==> src/rtl/isa_pkg.sv <==
// rtl/isa_pkg.sv - opcodes, field layout, decode record and FSM encoding for the fetch/decode front end
package isa_pkg;

  localparam int IW_DEF = 18;
  localparam int PW_DEF = 6;
  localparam int OP_W   = 6;

  localparam int OP_LSB = 2 * PW_DEF;
  localparam int P1_LSB = PW_DEF;
  localparam int P2_LSB = 0;

  localparam logic [OP_W-1:0] OP_NOP  = 6'b000000;
  localparam logic [OP_W-1:0] OP_ALU  = 6'b000001;
  localparam logic [OP_W-1:0] OP_MOV  = 6'b000010;
  localparam logic [OP_W-1:0] OP_LDI  = 6'b000011;
  localparam logic [OP_W-1:0] OP_JMP  = 6'b000100;
  localparam logic [OP_W-1:0] OP_HALT = 6'b111111;

  localparam logic [2:0] ST_IDLE   = 3'd0;
  localparam logic [2:0] ST_FETCH  = 3'd1;
  localparam logic [2:0] ST_WAIT   = 3'd2;
  localparam logic [2:0] ST_DECODE = 3'd3;
  localparam logic [2:0] ST_EXEC   = 3'd4;
  localparam logic [2:0] ST_HALT   = 3'd5;

  // start_sel is one-hot {ldi, mov, alu}
  typedef struct packed {
    logic       is_exec;
    logic [2:0] start_sel;
    logic       is_jmp;
    logic       is_halt;
    logic       is_illegal;
  } dec_t;

endpackage

==> src/rtl/instr_fetch_decode_if.sv <==
// rtl/instr_fetch_decode_if.sv - program memory read bus between fetch unit and instruction memory
interface instr_fetch_decode_if #(
  parameter int AW = 8,
  parameter int IW = isa_pkg::IW_DEF
);
  logic [AW-1:0] mem_addr;
  logic          mem_rd;
  logic [IW-1:0] mem_data;

  modport master (output mem_addr, output mem_rd, input mem_data);
  modport slave  (input mem_addr, input mem_rd, output mem_data);
endinterface

==> src/rtl/opcode_decode.sv <==
// rtl/opcode_decode.sv - combinational opcode classifier
module opcode_decode
  import isa_pkg::*;
(
  input  logic [OP_W-1:0] opcode,
  output dec_t            dec
);

  always_comb begin
    dec = '0;
    case (opcode)
      OP_NOP:  ;
      OP_ALU:  begin dec.is_exec = 1'b1; dec.start_sel = 3'b001; end
      OP_MOV:  begin dec.is_exec = 1'b1; dec.start_sel = 3'b010; end
      OP_LDI:  begin dec.is_exec = 1'b1; dec.start_sel = 3'b100; end
      OP_JMP:  dec.is_jmp = 1'b1;
      OP_HALT: dec.is_halt = 1'b1;
      default: dec.is_illegal = 1'b1;
    endcase
  end

endmodule

==> src/rtl/instr_fetch_decode.sv <==
// rtl/instr_fetch_decode.sv - instruction sequencer: fetch, decode, dispatch to execution FSMs, watchdog
module instr_fetch_decode
  import isa_pkg::*;
#(
  parameter int            AW       = 8,
  parameter int            IW       = IW_DEF,
  parameter int            PW       = PW_DEF,
  parameter logic [AW-1:0] RESET_PC = '0,
  parameter int            TIMEOUT  = 64
) (
  input  logic                  clk,
  input  logic                  rst,
  input  logic                  run,
  instr_fetch_decode_if.master  mem,
  input  logic                  exec_done,
  output logic [PW-1:0]         parameter1,
  output logic [PW-1:0]         parameter2,
  output logic                  donefetch,
  output logic                  start_alu,
  output logic                  start_mov,
  output logic                  start_ldi,
  output logic [AW-1:0]         pc,
  output logic                  halted,
  output logic                  illegal,
  output logic                  timeout
);

  localparam int CW = $clog2(TIMEOUT + 1);

  logic [2:0]    state;
  logic [IW-1:0] ir;
  logic [CW-1:0] wd_cnt;
  dec_t          dec;

  opcode_decode u_dec (
    .opcode (ir[IW-1 -: OP_W]),
    .dec    (dec)
  );

  always_ff @(posedge clk or posedge rst) begin
    if (rst) begin
      state      <= ST_IDLE;
      pc         <= RESET_PC;
      ir         <= '0;
      parameter1 <= '0;
      parameter2 <= '0;
      illegal    <= 1'b0;
      timeout    <= 1'b0;
      wd_cnt     <= '0;
    end else begin
      case (state)
        ST_IDLE:  if (run) state <= ST_FETCH;
        ST_FETCH: state <= ST_WAIT;
        ST_WAIT: begin
          ir    <= mem.mem_data;
          state <= ST_DECODE;
        end
        ST_DECODE: begin
          parameter1 <= ir[P1_LSB +: PW];
          parameter2 <= ir[P2_LSB +: PW];
          wd_cnt     <= '0;
          if (dec.is_jmp) pc <= AW'(ir[2*PW-1:0]);
          else            pc <= pc + AW'(1);
          if (dec.is_illegal) begin
            illegal <= 1'b1;
            state   <= ST_HALT;
          end else if (dec.is_halt) begin
            state <= ST_HALT;
          end else if (dec.is_exec) begin
            state <= ST_EXEC;
          end else begin
            state <= run ? ST_FETCH : ST_IDLE;
          end
        end
        ST_EXEC: begin
          // exec_done takes priority over a watchdog trip in the same cycle
          if (exec_done) begin
            state <= run ? ST_FETCH : ST_IDLE;
          end else if (wd_cnt == CW'(TIMEOUT - 1)) begin
            timeout <= 1'b1;
            state   <= ST_HALT;
          end else begin
            wd_cnt <= wd_cnt + CW'(1);
          end
        end
        ST_HALT:  ;
        default:  state <= ST_HALT;
      endcase
    end
  end

  assign mem.mem_addr = pc;
  assign mem.mem_rd   = (state == ST_FETCH);
  assign donefetch    = (state == ST_DECODE);
  assign halted       = (state == ST_HALT);
  assign start_alu    = (state == ST_EXEC) && dec.start_sel[0];
  assign start_mov    = (state == ST_EXEC) && dec.start_sel[1];
  assign start_ldi    = (state == ST_EXEC) && dec.start_sel[2];

endmodule

==> src/flat_wrapper.sv <==
// flat-port wrapper written by rule: the top's interface ports become plain ports
module instr_fetch_decode_flat import isa_pkg::*;
#(
  parameter int            AW       = 8,
  parameter int            IW       = IW_DEF,
  parameter int            PW       = PW_DEF,
  parameter logic [AW-1:0] RESET_PC = '0,
  parameter int            TIMEOUT  = 64
)
  (clk, rst, run, exec_done, parameter1, parameter2, donefetch, start_alu, start_mov, start_ldi, pc, halted, illegal, timeout, mem_mem_addr, mem_mem_rd, mem_mem_data);
  instr_fetch_decode_if #(.AW(AW), .IW(IW)) mem_i ();
  input  logic clk;
  input  logic rst;
  input  logic run;
  input  logic exec_done;
  output logic [PW-1:0] parameter1;
  output logic [PW-1:0] parameter2;
  output logic donefetch;
  output logic start_alu;
  output logic start_mov;
  output logic start_ldi;
  output logic [AW-1:0] pc;
  output logic halted;
  output logic illegal;
  output logic timeout;
  output wire logic [$bits(mem_i.mem_addr)-1:0] mem_mem_addr;
  output wire logic [$bits(mem_i.mem_rd)-1:0] mem_mem_rd;
  input wire logic [$bits(mem_i.mem_data)-1:0] mem_mem_data;
  assign mem_mem_addr = mem_i.mem_addr;
  assign mem_mem_rd = mem_i.mem_rd;
  assign mem_i.mem_data = mem_mem_data;
  instr_fetch_decode #(.AW(AW), .IW(IW), .PW(PW), .RESET_PC(RESET_PC), .TIMEOUT(TIMEOUT)) u_core (.clk(clk), .rst(rst), .run(run), .mem(mem_i), .exec_done(exec_done), .parameter1(parameter1), .parameter2(parameter2), .donefetch(donefetch), .start_alu(start_alu), .start_mov(start_mov), .start_ldi(start_ldi), .pc(pc), .halted(halted), .illegal(illegal), .timeout(timeout));
endmodule
==> config.mk <==
export PLATFORM = sky130hd
export DESIGN_NAME = instr_fetch_decode_flat
export DESIGN_NICKNAME = d
export VERILOG_FILES = /design/src/rtl/isa_pkg.sv /design/src/rtl/instr_fetch_decode_if.sv /design/src/rtl/opcode_decode.sv /design/src/rtl/instr_fetch_decode.sv /design/src/flat_wrapper.sv
export SDC_FILE = /design/constraint.sdc
export NUM_CORES = 1
export LEC_CHECK = 0
export ABC_AREA = 1
export CORE_MARGIN = 2
export CORE_UTILIZATION = 39
export CTS_CLUSTER_SIZE = 24
export DETAILED_ROUTE_END_ITERATION = 10
export GPL_ROUTABILITY_DRIVEN = 1
export PLACE_DENSITY_LB_ADDON = 0.25
export REMOVE_ABC_BUFFERS = 1
export SYNTH_ARGS = -nofsm -noshare
export SYNTH_HDL_FRONTEND = slang
export SYNTH_SLANG_ARGS = --single-unit
==> constraint.sdc <==
create_clock -name clk -period 1.8 [get_ports clk]
set_clock_uncertainty 0.1 [all_clocks]
set_input_delay 0.45 -clock clk [delete_from_list [all_inputs] [get_ports clk]]
set_output_delay 0.45 -clock clk [all_outputs]
set_load 0.02 [all_outputs]
==> impl_metrics.ini <==
[outcome]
status = complete, but fails checks
violations = negative setup slack

[finish]
num-nets-final = 393
final_cell_mix = nand2_1, dfrtp_1, nor2_1
n_antenna_cell = 0
area_growth_pct = 32.0
final_common_cell = nand2_1
layout-drive-gt1-share_pct = 19.5
utilization_pct = 53.0

[clock_tree]
clock-sinks = 50
cts_max_path_buffers = 2
cts_tree = built
cts_made_buffers = 5
root_buffer = clkbuf_8
clkSlewWorstSetupHoldPaths_ns = 0.10
htree_levels = 2
clkLatencyLatePin_ns = 0.30

[timing]
hold_viol = 0
relSlewSlack_pct = 78.6
worst_slack_ns = -0.116
tightest_slew_ns = 0.320
period_share_pct = 106
drv_slew = 0
rsz0062_at_grt = yes
max_freq_ghz = 0.522
hold_slack_ns = 0.380
fin_crit_ns = 1.92
setup_viol = 3

[pwr]
p_per_area_nw_per_um2 = 1520
leakage_nw = 1.67
vdd_drop_max_uv = 1140

[setup_path]
cpMaxStageDelayCell = dfrtp_1
critPathBufInv = 2
critical_path_class = reg2out
worstPathArrival_ns = 1.37
crit_path_cell_trace = nor2_2 -> nand2_4 -> nor2_4 -> inv_2 -> nor3_2 -> buf_4
start_kind = flip-flop
crit_path_max_fanout = 2
end_kind = output port
required_ns = 1.25
critical-path-top-delay-family = simple AND/OR/NAND/NOR gates
crit_path_max_incr_delay_ns = 0.40

[job]
drv_cap = 0

[routing]
drc = 0
vias = 2128
wl_per_cell_um = 11.9
finalWirelength_mm = 5.30
ant_nets = 0
drt_iter0_drc = 98
vias_per_cell = 4.76
dr.pass1.iters = 4

[floorplan]
num_rows = 29
core_area_um2 = 6310
fp.dieW_um = 84.6
ios = 58
fp.dieH_um = 84.6
initial_utilization_pct = 40.2
dieArea_um2 = 7160

[synth]
yosysWarnings = 0
synth.area.mux_share_pct = 3.11
ys_seq_elements = 50
yosysSeqAreaShare_pct = 49.3
synth_top_family_by_area = simple AND/OR/NAND/NOR gates
netlist_instances = 298
yosysUniqueCellTypes = 33
syn_area_per_cell_um2 = 8.51
yosys.area_share.adder_pct = 0.987
synth_xor_area_share_pct = 0.691
yosys.area_share.simple_pct = 25.7
syn_area_um2 = 2540
synth_compound_area_share_pct = 10.5

[hold_path]
min_path_type = reg2reg

[grt]
grt_start_max_net_pins = 51
grt.total_usage_pct = 15.7
grt_pass1_wl_mm = 9.07
grt_pass1_vias = 2022
antenna_found_initial = 0
grt_overflow = 0

[place]
io_buffers = 57
routabilityCongestion = 0.804
place_hpwl_mm = 3.78
[kinds of logic after synthesis]
group | after synthesis
fa+ha+maj | 2
mux | 7
flops | 50
buf+inv | 48
compound gates | 46
xor+xnor | 2
simple gates | 143
[sequential cells by signal, indices dropped and copies added, names as in the netlist]
register	cells
u_core.parameter1	6
u_core.parameter2	6
u_core.state	3
u_core.wd_cnt	7
u_core.timeout	1
u_core.mem.mem_addr	8
u_core.illegal	1
u_core.ir	18
[per-stage QoR]
stage / std cells / total power, mW / setup TNS, ns / instance area, µm² / setup WS (ns)
after CTS: 447 / 5.14 / -0.361 / 3340 / -0.140
final: 447 / 5.09 / -0.297 / 3350 / -0.116
after detailed placement: 438 / 4.61 / -1.04 / 3270 / -0.355
after global placement: 438 / 4.55 / -0.887 / 3270 / -0.294
after global routing: 447 / 5.52 / -0.607 / 3350 / -0.234
after floorplan: 282 / 3.32 / -0.0990 / 2410 / -0.0990
[repair_timing]
action	in CTS	in global routing
endpoints found under the setup margin	36	9
buffers inserted	1	0
pin swaps	3	0
gates resized for setup	64	2
hold buffers	0	0
[Yosys cell counts]
library cell	instances	area share [%]
nand2_1	67	9.9
dfrtp_1	50	49
nor2_1	40	5.9
inv_1	29	4.3
a21oi_1	14	2.8
nand3_1	13	2.6
o21ai_0	13	2.6
buf_4	11	3.3
o21ai_1	9	1.8
mux2_1	6	2.7
nand2_2	6	1.5
o21ai_2	6	2.1
buf_2	3	0.59
or2_2	3	0.74
a31o_2	2	0.69
ha_1	2	0.99
inv_2	2	0.30
nand3_4	2	1.4
nand4_1	2	0.49
nor2_2	2	0.49
nor3_1	2	0.39
o211ai_1	2	0.59
xor2_1	2	0.69
buf_12	1	0.79
clkbuf_1	1	0.15
inv_6	1	0.35
mux2_2	1	0.44
nand2_4	1	0.44
nand3_2	1	0.39
nand3b_1	1	0.30
nand4_2	1	0.49
nor2_4	1	0.44
nor4_1	1	0.25
[worst paths after layout]
| check | startpoint | end | slack, ns | depth (start not counted) |
|---|---|---|---|---|
| max | u_core.state[1]$_DFFE_PP0P_ | start_mov | -0.12 | 6 |
| min | u_core.timeout$_DFFE_PP0P_ | u_core.timeout$_DFFE_PP0P_ | 0.38 | 1 |
| max reg2reg | u_core.state[0]$_DFFE_PP0P_ | u_core.wd_cnt[5]$_DFFE_PP0P_ | 0.14 | 7 |
| min reg2reg | u_core.timeout$_DFFE_PP0P_ | u_core.timeout$_DFFE_PP0P_ | 0.38 | 1 |
| max in group asynchronous | rst | u_core.mem.mem_addr[2]$_DFFE_PP0P_ | 0.96 | 3 |
| min in group asynchronous | rst | u_core.ir[6]$_DFFE_PP0P_ | 0.40 | 3 |
[final cells by class]
type / count / area [µm²]
clock buffers: 6 / 82.6
repair buffers: 80 / 711
clock inverters: 2 / 16.3
inverters: 32 / 125
fillers: 637 / 2970
flip-flops and latches: 50 / 1250
multi-input cells: 200 / 1060
well taps: 77 / 96.3
[power breakdown]
group	switching, mW	internal, mW
registers	0.299	1.58
clock network	0.387	0.317
logic	1.47	1.03
[layer usage]
metal,vias to the layer above,global-route usage (%),part of all wire [%]
met2,42,25.8,47
met4,0,3.75,0.57
li1,1092,-,-
met3,2,3.54,4.4
met5,-,0,0
met1,992,21.1,48
(Power assumes the default switching activity.)
